--- src/rtl/calc_ctrl.sv ---
// Keypad calculator sequencer: debounced key capture, two signed decimal
// operands, add/subtract with chaining, and a signed-magnitude display value.
module calc_ctrl #(
  parameter int MAX_DIGITS = 4,
  parameter int W          = 14,
  parameter int SETTLE     = 4
) (
  input  logic         clk,
  input  logic         rst,
  input  logic         key_pressed,
  input  logic         is_num,
  input  logic         is_op,
  input  logic [1:0]   which_op,
  input  logic [3:0]   which_num,
  output logic [W-1:0] mag,
  output logic         neg,
  output logic         overflow,
  output logic [2:0]   state,
  output logic         key_evt
);

  localparam int DW = $clog2(MAX_DIGITS + 1);
  localparam int SW = $clog2(SETTLE + 1);
  localparam logic [W+1:0] LIM = (W+2)'(10**MAX_DIGITS - 1);

  typedef enum logic [2:0] {
    ENTA = 3'd0,
    OPW  = 3'd1,
    ENTB = 3'd2,
    RES  = 3'd3,
    ERR  = 3'd4
  } st_t;

  st_t st;
  assign state = st;

  // key capture state
  logic          kp_q;
  logic [SW-1:0] scnt;
  logic          k_num, k_op;
  logic [1:0]    k_wop;
  logic [3:0]    k_nval;
  logic          kp_rise;
  assign kp_rise = key_pressed & ~kp_q;

  // operands
  logic signed [W:0] A, B;
  logic [1:0]        op;
  logic [DW-1:0]     dcnt;

  // Settle counter: start on a rising edge when idle, sample the key code on expiry.
  always_ff @(posedge clk) begin
    if (rst) begin
      kp_q    <= 1'b0;
      scnt    <= '0;
      key_evt <= 1'b0;
      k_num   <= 1'b0;
      k_op    <= 1'b0;
      k_wop   <= '0;
      k_nval  <= '0;
    end else begin
      kp_q    <= key_pressed;
      key_evt <= 1'b0;
      if (scnt != '0) begin
        scnt <= scnt - 1'b1;
        if (scnt == SW'(1)) begin
          k_num   <= is_num;
          k_op    <= is_op;
          k_wop   <= which_op;
          k_nval  <= which_num;
          key_evt <= 1'b1;
        end
      end else if (kp_rise) begin
        scnt <= SW'(SETTLE);
      end
    end
  end

  // event decode; a digit wins if the reader flags both, op code 0 is a null key
  logic ev_num, ev_pm, ev_eq;
  assign ev_num = key_evt & k_num;
  assign ev_pm  = key_evt & ~k_num & k_op & (k_wop == 2'd1 || k_wop == 2'd2);
  assign ev_eq  = key_evt & ~k_num & k_op & (k_wop == 2'd3);

  logic signed [W:0] dval;
  assign dval = $signed((W+1)'(k_nval));

  // Digit accumulate for whichever operand is being entered (B only in ENTB).
  logic signed [W:0] acc_src, acc_val;
  logic [DW-1:0]     acc_dcnt;
  logic              acc_hold;
  always_comb begin
    acc_src  = (st == ENTB) ? B : A;
    acc_hold = (acc_src == '0 && k_nval == 4'd0) || (dcnt == DW'(MAX_DIGITS));
    acc_val  = acc_src;
    acc_dcnt = dcnt;
    if (!acc_hold) begin
      acc_val  = (acc_src <<< 3) + (acc_src <<< 1) + dval;
      acc_dcnt = dcnt + 1'b1;
    end
  end

  // Result in one extra bit so the sum of two in-range operands never wraps.
  logic signed [W+1:0] r;
  logic [W+1:0]        r_abs;
  logic                r_ovf;
  assign r     = (op == 2'd2) ? ({A[W], A} - {B[W], B}) : ({A[W], A} + {B[W], B});
  assign r_abs = r[W+1] ? -r : r;
  assign r_ovf = r_abs > LIM;

  function automatic logic signed [W+1:0] sx(input logic signed [W:0] x);
    return {x[W], x};
  endfunction

  function automatic logic [W-1:0] f_mag(input logic signed [W+1:0] x);
    return W'(x[W+1] ? -x : x);
  endfunction

  // Sequencing FSM with registered display outputs.
  always_ff @(posedge clk) begin
    if (rst) begin
      st       <= ENTA;
      A        <= '0;
      B        <= '0;
      op       <= '0;
      dcnt     <= '0;
      mag      <= '0;
      neg      <= 1'b0;
      overflow <= 1'b0;
    end else begin
      case (st)
        ENTA: begin
          if (ev_num) begin
            A    <= acc_val;
            dcnt <= acc_dcnt;
            mag  <= f_mag(sx(acc_val));
            neg  <= acc_val[W];
          end else if (ev_pm) begin
            op <= k_wop;
            st <= OPW;
          end
        end
        OPW: begin
          if (ev_num) begin
            B    <= dval;
            dcnt <= DW'(k_nval != 4'd0);
            mag  <= W'(k_nval);
            neg  <= 1'b0;
            st   <= ENTB;
          end else if (ev_pm) begin
            op <= k_wop;
          end
        end
        ENTB: begin
          if (ev_num) begin
            B    <= acc_val;
            dcnt <= acc_dcnt;
            mag  <= f_mag(sx(acc_val));
            neg  <= acc_val[W];
          end else if (ev_pm || ev_eq) begin
            if (r_ovf) begin
              overflow <= 1'b1;
              mag      <= '0;
              neg      <= 1'b0;
              st       <= ERR;
            end else begin
              A   <= r[W:0];
              mag <= f_mag(r);
              neg <= r[W+1];
              if (ev_pm) begin
                op <= k_wop;
                st <= OPW;
              end else begin
                st <= RES;
              end
            end
          end
        end
        RES: begin
          if (ev_num) begin
            A    <= dval;
            dcnt <= DW'(k_nval != 4'd0);
            mag  <= W'(k_nval);
            neg  <= 1'b0;
            st   <= ENTA;
          end else if (ev_pm) begin
            op <= k_wop;
            st <= OPW;
          end
        end
        ERR: begin
          if (ev_num) begin
            overflow <= 1'b0;
            A        <= dval;
            dcnt     <= DW'(k_nval != 4'd0);
            mag      <= W'(k_nval);
            neg      <= 1'b0;
            st       <= ENTA;
          end
        end
        default: st <= ENTA;
      endcase
    end
  end

endmodule

--- config.mk ---
export PLATFORM = sky130hd
export DESIGN_NAME = calc_ctrl
export DESIGN_NICKNAME = d
export VERILOG_FILES = /design/src/rtl/calc_ctrl.sv
export SDC_FILE = /design/constraint.sdc
export NUM_CORES = 1
export LEC_CHECK = 0
export ABC_AREA = 1
export CAP_MARGIN = 20
export CORE_MARGIN = 2
export CORE_UTILIZATION = 34
export CTS_CLUSTER_DIAMETER = 150
export CTS_CLUSTER_SIZE = 24
export DETAILED_ROUTE_END_ITERATION = 16
export REMOVE_ABC_BUFFERS = 1
export SETUP_SLACK_MARGIN = 0.15
export SLEW_MARGIN = 20
export SYNTH_ARGS = -nofsm -noshare
export SYNTH_HDL_FRONTEND = slang
export SYNTH_SLANG_ARGS = --single-unit
--- constraint.sdc ---
create_clock -name clk -period 3.8 [get_ports clk]
set_input_delay 0.57 -clock clk [delete_from_list [all_inputs] [get_ports clk]]
set_output_delay 0.57 -clock clk [all_outputs]
set_load 0.1 [all_outputs]
# Yosys cells after proc, flatten, opt, wreduce, memory -nomap -nowiden

Cells that the tools add are included.

Bitwise operators: 9
Multipliers: 0
Mux-type cells: 51
Reduce and logical (&&, ||, !) cells: 29
Add/sub/neg operators: 8
Order comparisons: 1
Shifts and indexed selects: 0
Eq/ne operators: 25
Div/mod/pow operators: 0

Operator list:

| cell                 | count |
|---|---|
| $mux 15              | 7 |
| $mux 14              | 6 |
| $pmux 15 s3          | 1 |
| $pmux 14 s3          | 1 |
| $mux 3               | 13 |
| $mux 16              | 2 |
| $pmux 15 s2          | 1 |
| $ne 2x2->1 const B   | 10 |
| $add 15x15->16       | 1 |
| $gt 16x14->1 const B | 1 |
| $neg 16->16          | 1 |
| $sub 15x15->16       | 1 |
| $add 15x15->15       | 1 |
| $add 15x5->15        | 1 |
| $logic_not 15->1     | 1 |
| $pmux 3 s5           | 1 |
| $reduce_and 5->1     | 3 |
| $neg 14->14          | 1 |
| $mux 2               | 6 |
| $reduce_bool 2->1    | 5 |
| $mux 1               | 9 |
| $reduce_bool 3->1    | 3 |
| $ne 2x1->1 const B   | 4 |
| $reduce_and 4->1     | 2 |
| 24 further kinds     | 41 |

Bits in registers: 67
Memories kept: 0
Output and inout port bits: 20
Logic and storage cells: 138
ROM bits: 0
Input bits: 11
Bits in writable memories: 0
Bits in latches: 0

# Depth between registers and ports, before layout

Gate-level depths: netlist (run 1).

Depth after elaboration: 10
Depth in mapped cells: 34
Mapped depth without buffers: 33

# Worst setup path before layout (run 1)

Ideal clock, no wire load.

Path type: reg-to-reg
From: reg st[1] (netlist: state[1])
To: reg mag[11]
Buffers on the path: 2
Required time: 3.691 ns
Cell stages (with the launch flop): 25
Data arrival time: 4.072 ns
Setup slack: -0.381 ns
Setup time: 0.109 ns
Cells stage by stage: dfxtp_1 -> nand2_2 -> buf_6 -> buf_6 -> o21ai_1 -> inv_1 -> fa_1 -> inv_1 -> fa_1 -> nand3b_1 -> nand2_1 -> nand2_1 -> nand4_1 -> xor2_1 -> nand3_1 -> nand2_1 -> nand2_1 -> nor2_1 -> nand3_1 -> nand3_1 -> nand2_1 -> nand2_1 -> nand3_1 -> nand2_1 -> inv_1

Cells in the longest elaborated chain, start to end: 10
Elaborated cells on any way between the ends: 23
Classes of those cells: 3 x add/sub; 7 x eq/ne; 6 x mux; 7 x reduce/logical

Ends and longest elaborated chain:

| item                                                    | line | text |
|---|---|---|
| from (decl)                                             | 34   | `st_t st;` |
| from (signal assigned)                                  | 122  | `st <= ENTA;` |
| from (signal assigned)                                  | 140  | `st <= OPW;` |
| from (signal assigned)                                  | 149  | `st <= ENTB;` |
| branches (longest 10 deep; another with $add 15x15->15) | --   |  |
| to (signal assigned)                                    | 136  | `mag <= f_mag(sx(acc_val));` |
| to (signal assigned)                                    | 158  | `mag <= f_mag(sx(acc_val));` |
| to (signal assigned)                                    | 168  | `mag <= f_mag(r);` |
| to (decl)                                               | 15   | `output logic [W-1:0] mag,` |

Parallel ways; which one is timed is not known. The select of a mux whose other input is x is not followed.
A chain may end at the register's enable or synchronous reset.

# Final worst setup path (run 1)

From: reg B[0]
To: reg mag[8]

Cells in the longest elaborated chain, start to end: 9
Elaborated cells on any way between the ends: 20
Classes of those cells: 6 x add/sub; 1 x order compare; 10 x mux; 3 x reduce/logical

Ends and longest elaborated chain:

| item                                                    | line     | text |
|---|---|---|
| from (decl)                                             | 47       | `logic signed [W:0] A, B;` |
| from (signal assigned)                                  | 145      | `B <= dval;` |
| from (signal assigned)                                  | 156      | `B <= acc_val;` |
| $add 15x15->16, or another cell as far along            | 107      | `assign r = (op == 2'd2) ? ({A[W], A} - {B[W], B}) : ({A[W], A} + {B[W], B});` |
| $mux 16 / $logic_not 15->1 (equally long branches)      | 107, 94  |  |
| $neg 16->16 / $logic_and 1x1->1 (equally long branches) | 116, 94  |  |
| $mux 16 / $logic_or 1x1->1 (equally long branches)      | 116, 94  |  |
| $gt 16x14->1 / $mux 15 (equally long branches)          | 109, 97  |  |
| $mux 14 / $neg 14->14 (equally long branches)           | 161, 116 |  |
| $mux 14 (on tied branches)                              | 160, 116 |  |
| $mux 14 (on tied branches)                              | 155, 133 |  |
| $pmux 14 s3 (*)                                         | 131      | `case (st)` |

Every way passes the cells marked *; elsewhere a longest branch is shown, timed or not. The select of a mux whose other input is x is not followed.

==> results of run 1 <==
## worst max-delay path: cells and delay by family (launching register included)
| kind | cells | cell delay [ns] |
|---|---|---|
| AND/OR/NAND/NOR | 18 | 1.74 |
| buffers and inverters | 7 | 0.92 |
| AO/OA/AOI/OAI | 4 | 0.41 |
| flip-flops | 1 | 0.32 |
| adder cells (fa/ha/maj) | 1 | 0.28 |
| XOR/XNOR | 1 | 0.21 |
## repair_timing
action                     CTS  global route
resized for setup           65            91
setup endpoints to repair   36            40
setup buffers               21            12
gates cloned                 5             1
pin swaps                   29            39
## synth_stat cells, types with 2 or more instances
master / count
nand2_1: 346
inv_1: 183
nand3_1: 97
nor2_1: 95
a21oi_1: 68
dfxtp_1: 67
o21ai_0: 50
ha_1: 47
xor2_1: 25
nand2_2: 22
nand4_1: 21
clkbuf_1: 15
o22ai_1: 11
o21ai_1: 10
buf_6: 7
nand3_2: 7
nor2_2: 7
or2_2: 7
inv_2: 6
nor3_1: 6
o21a_1: 6
a21oi_2: 5
nand2_4: 4
nand3b_1: 4
o221ai_1: 4
a31oi_1: 3
fa_1: 3
o21bai_1: 3
xnor2_1: 3
and2_1: 2
and3_1: 2
buf_2: 2
buf_4: 2
clkinv_1: 2
nand3_4: 2
nor4_1: 2
o21ai_2: 2
## cells by family after synthesis
| logic type | after synthesis |
|---|---|
| buffers and inverters | 220 |
| flip-flops | 67 |
| AND/OR/NAND/NOR | 626 |
| adder cells (fa/ha/maj) | 50 |
| AO/OA/AOI/OAI | 168 |
| XOR/XNOR | 28 |
## flip-flops by register name, indices dropped and copies added (netlist names)
register,flops
k_op,1
k_nval,4
scnt,3
kp_q,1
A,15
mag,14
neg,1
k_wop,2
B,15
op,2
key_evt,1
overflow,1
dcnt,3
k_num,1
state,3
## metrics by stage
stage | utilization | instance area (um^2)
5_1_grt | 0.4735 | 9489
3_5_place_dp | 0.4103 | 8223
4_1_cts | 0.4496 | 9010
2_1_floorplan | - | 6699
6_report | 0.4735 | 9489
3_3_place_gp | 0.4103 | 8223
## per-layer routing
layer  part of all wire  up-vias  routed length (um)
met2               0.48      252               11510
met3              0.061       44                1463
met1               0.43     3713               10450
met5                  0        -                   0
met4              0.025        0                 610
li1                   -     4058                   -
## how the worst max path moves through the flow
stage / startpoint / end / slack (ns) / cells after the start
after floorplan: state[1] / mag[13] / -0.87 / 23
after global placement: B[1] / A[14] / -0.26 / 28
after detailed placement: B[1] / A[12] / -0.34 / 27
after CTS: B[0] / A[7] / -0.09 / 32
after global routing: B[1] / mag[8] / -0.45 / 32
final: B[0] / mag[8] / -0.18 / 31
## area by class of cell
| class | instances | share of cell area |
|---|---|---|
| Multi-Input combinational cell | 877 | 0.5517 |
| Tap cell | 270 | 0.03560 |
| Clock inverter | 2 | 0.003692 |
| Timing Repair Buffer | 182 | 0.1628 |
| Inverter | 192 | 0.07648 |
| Clock buffer | 12 | 0.02809 |
| Sequential cell | 67 | 0.1416 |
==> results.toml, run 1 <==
[layout]
ff_latch_area_um2 = 1344
fin_cells = 1602
area_growth_pct = 37.97
multi_input_area_um2 = 5235
final_cell_mix = "301 x nand2_1, 177 x inv_1, 142 x buf_4"
nets = 1390
drive_gt1_frac = 0.2590
fillCellCount = 2068
final_common_cell = "nand2_1"
diodes = 0

[routing]
viasPerCell = 5.036
drtIter0Drc = 696
drtPass1Iterations = 5
post_drt_wl_per_cell_um = 15.01
final_antenna_net_count = 0
vias = 8067
routed_wl_um = 24040
drcViolationCount = 0

[grt]
grt_max_degree = 38
grt-ovfl-total = 0
grt_pass1_vias = 7564
antenna_found_initial = 0
grt.met3_usage = 0.03875
met2_usage = 0.3755
grt_pass1_wl_um = 37590
grt_usage = 0.2189
met1_usage = 0.2811
busiest_layer = "met2"

[synthesis]
ys_ff_latch = 67
synth_top_area_frac = 0.1950
synthAdderAreaFrac = 0.09423
synth-xor-area-share = 0.03566
synth_top_family_by_area = "simple AND/OR/NAND/NOR gates"
postSynthAreaPerCell_um2 = 5.934
yosysTopAreaCell = "dfxtp_1"
synth_top_flop_cell = "dfxtp_1"
synthSimpleGateAreaFrac = 0.4022
synth_area_um2 = 6878
synth_seq_area_share = 0.1950
synth.area.top_cells = "dfxtp_1 20%, nand2_1 19%, inv_1 10%"
synth_cell_types = 48
synth_edf_count = 0
synth_compound_area_frac = 0.1417
yosysWarnings = 0
synthMuxAreaShare = 0
synthCells = 1159
async_reset_ff_frac = 0

[placed_design]
port_buffers = 30
gp_congestion = 0.9044
post-place-ws_ns = -0.3354
dpl.cell_count = 1549
hpwlAfterDp_um = 17700

[timing]
tns_ns = -4.597
fin_hold_ws_ns = 0.4467
fin_worst_skew_ns = 0.007978
maxSlewViolCount = 0
period_needed_ns = 3.975
fin_crit_sh = 1.046
timing.fmax_mhz = 251.6
setup_viol = 36
max_slew_margin = 0.3300
tightest_slew_ns = 1.005
rsz0062_at_grt = "true"
hold_viol = 0
setup_slack_ns = -0.1753

[cts]
cts_tree = "done"
cts_inserted_buffers = 9
cts_hold_buf = 0
clock_sinks = 67
htree_levels = 3
cts_buffer_depth = 2
clkTransAtPathRegs_ns = 0.06
clock_latency_ns = 0.35
ctsRootBufferMaster = "clkbuf_16"

[setup_path]
critPathMaxStageDelay_ns = 0.32
end_kind = "flip-flop"
r2r-end = "mag[8]"
cp.required_ns = 4.10
worstSetupPathType = "flip-flop to flip-flop"
cp-start-kind = "flip-flop"
path_max_fanout = 7
critical-path-slowest-cell = "dfxtp_2"
r2r_start = "B[0]"
ff2ff_setup_slack_ns = -0.18
cp_common_cell = "nand2_1"
r2r_cells = 31
worstPathArrival_ns = 4.27

[floorplanning]
dieWidth_um = 146.2
io_pins = 31
die-area_um2 = 21380
fp-row-count = 52
start_util = 0.3432
die_height_um = 146.2
core-area_um2 = 20040

[min_path]
hp-class = "flip-flop to flip-flop"
min_from = "k_op"
whs_path_depth = 2
holdPathEnd = "k_op"

[outcome]
violations = "negative setup slack"
status = "complete, but fails checks"

[job]
maxCapViolCount = 0
Power of run 1 is not shown: default switching activity piles up to over one toggle a cycle in this logic, so the estimate is an artifact.
==> run 2, diff against run 1 <==
==> constraint.sdc (replaced) <==
create_clock -name clk -period 5.1 [get_ports clk]
set_input_delay 0.765 -clock clk [delete_from_list [all_inputs] [get_ports clk]]
set_output_delay 0.765 -clock clk [all_outputs]
set_load 0.1 [all_outputs]
==> results.toml, run 2 (synthesis gave the netlist of run 1 again) <==
[outcome]
status = "finished clean"

[cts]
clock_sinks = 67
clkTransAtPathRegs_ns = 0.05
ctsRootBufferMaster = "clkbuf_16"
cts_resized = 0
cts_tree = "done"
htree_levels = 3
cts_hold_buf = 0
clock_latency_ns = 0.35
cts_inserted_buffers = 9
postCtsSetupRepairBufs = 0
cts_buffer_depth = 2

[routing]
drtIter0Drc = 599
vias = 7401
viasPerCell = 5.101
final_antenna_net_count = 0
routed_wl_um = 22020
drcViolationCount = 0
post_drt_wl_per_cell_um = 15.18
drtPass1Iterations = 5

[layout]
final_cell_mix = "346 x nand2_1, 183 x inv_1, 97 x nand3_1"
nets = 1237
drive_gt1_frac = 0.07451
diodes = 0
final_common_cell = "nand2_1"
reg.largest.list = "A x15, B x15, mag x14"
fillCellCount = 2265
area_growth_pct = 12.15

[grt]
grt-ovfl-total = 0
antenna_found_initial = 0
grt_pass1_vias = 6779
grt_pass1_wl_um = 35310
grt_max_degree = 38
grt_usage = 0.2067

[floorplanning]
core-area_um2 = 20040
fp-row-count = 52
io_pins = 31
start_util = 0.3432
die_height_um = 146.2
dieWidth_um = 146.2
die-area_um2 = 21380

[timing]
hold_viol = 0
fin_worst_skew_ns = 0.009271
tightest_slew_ns = 1.014
fin_crit_sh = 0.8845
max_slew_margin = 0.3217
rsz0062_at_grt = "false"
timing.fmax_mhz = 221.7
maxSlewViolCount = 0
setup_viol = 0
period_needed_ns = 4.511
tns_ns = 0

[setup_path]
end_kind = "flip-flop"
r2r_start = "state[2]"
worstSetupPathType = "flip-flop to flip-flop"
path_max_fanout = 32
worstPathArrival_ns = 4.80
critPathLaunch = "state[2]"
cp-start-kind = "flip-flop"
cp.required_ns = 5.39

[min_path]
min_from = "k_op"
hp-class = "flip-flop to flip-flop"

[placed_design]
hpwlAfterDp_um = 17590
port_buffers = 30
gp_congestion = 0.9607

[job]
maxCapViolCount = 0
[run 2: changes by cell type in the layout (fill, tap and decap cells not counted), sizes merged]
cell,before,now
clkinv,3,1
buf,151,4
clkinvlp,0,1
clkbuf,13,12
inv,190,191
nand3,109,106
bufinv,1,3
nand2,374,372
[run 2: cell type report]
| type | count | area (um^2) | area share |
|---|---|---|---|
| tap | 270 | 337.8 | 0.04380 |
| timing repair buffer | 34 | 330.3 | 0.04282 |
| clock buffer | 12 | 246.5 | 0.03195 |
| inverter | 192 | 723.2 | 0.09376 |
| sequential | 67 | 1341 | 0.1739 |
| clock inverter | 4 | 97.59 | 0.01265 |
| multi-input combinational | 872 | 4637 | 0.6011 |
[run 2: final timing paths]
check             endpoint  slack, ns  cells after the start
hold reg to reg       k_op       0.45                      2
setup / recovery    mag[9]       0.59                     25
hold / removal        k_op       0.45                      2
setup reg to reg    mag[9]       0.59                     25
[run 2: stage by stage]
step	std cells	setup slack, ns	util	hold WS [ns]	area [um^2]
final	1451	0.5888	0.3849	0.4506	7714
after global routing	1451	0.1646	0.3849	0.4722	7714
after CTS	1451	0.6073	0.3848	0.4519	7711
after detailed placement	1435	0.6388	0.3676	0.4390	7367
after global placement	1435	0.6689	0.3676	0.4395	7367
after floorplan	1131	0.4343	-	0.4207	6699
[run 2: worst max-delay path, cell delays in order, from the launching register on]
cell and delay [ns]:
dfxtp_1 0.44, nor2_2 0.06, nand2_2 0.44, buf_4 0.37
o21a_1 0.26, inv_1 0.09, ha_1 0.30, ha_1 0.18
inv_1 0.06, fa_1 0.40, nand3b_1 0.21, nand2_1 0.13
nand2_1 0.08, nand2_1 0.06, a21oi_1 0.07, xor2_1 0.17
nand3_1 0.12, nand2_2 0.16, nand2_1 0.09, nor2_1 0.16
nand2_1 0.09, nand2_1 0.07, nand2_1 0.05, a21oi_1 0.22
o21bai_1 0.12, inv_1 0.06
[run 2: metal layers]
layer  GRT usage  up-vias  wire length [um]
li1            -     3734                 -
met1      0.2840     3376             10120
met2      0.3295      250              9773
met3     0.02844       41              1393
met4     0.07864        0               735
met5           0        -                 0
Power of run 2 is left out for the same reason.
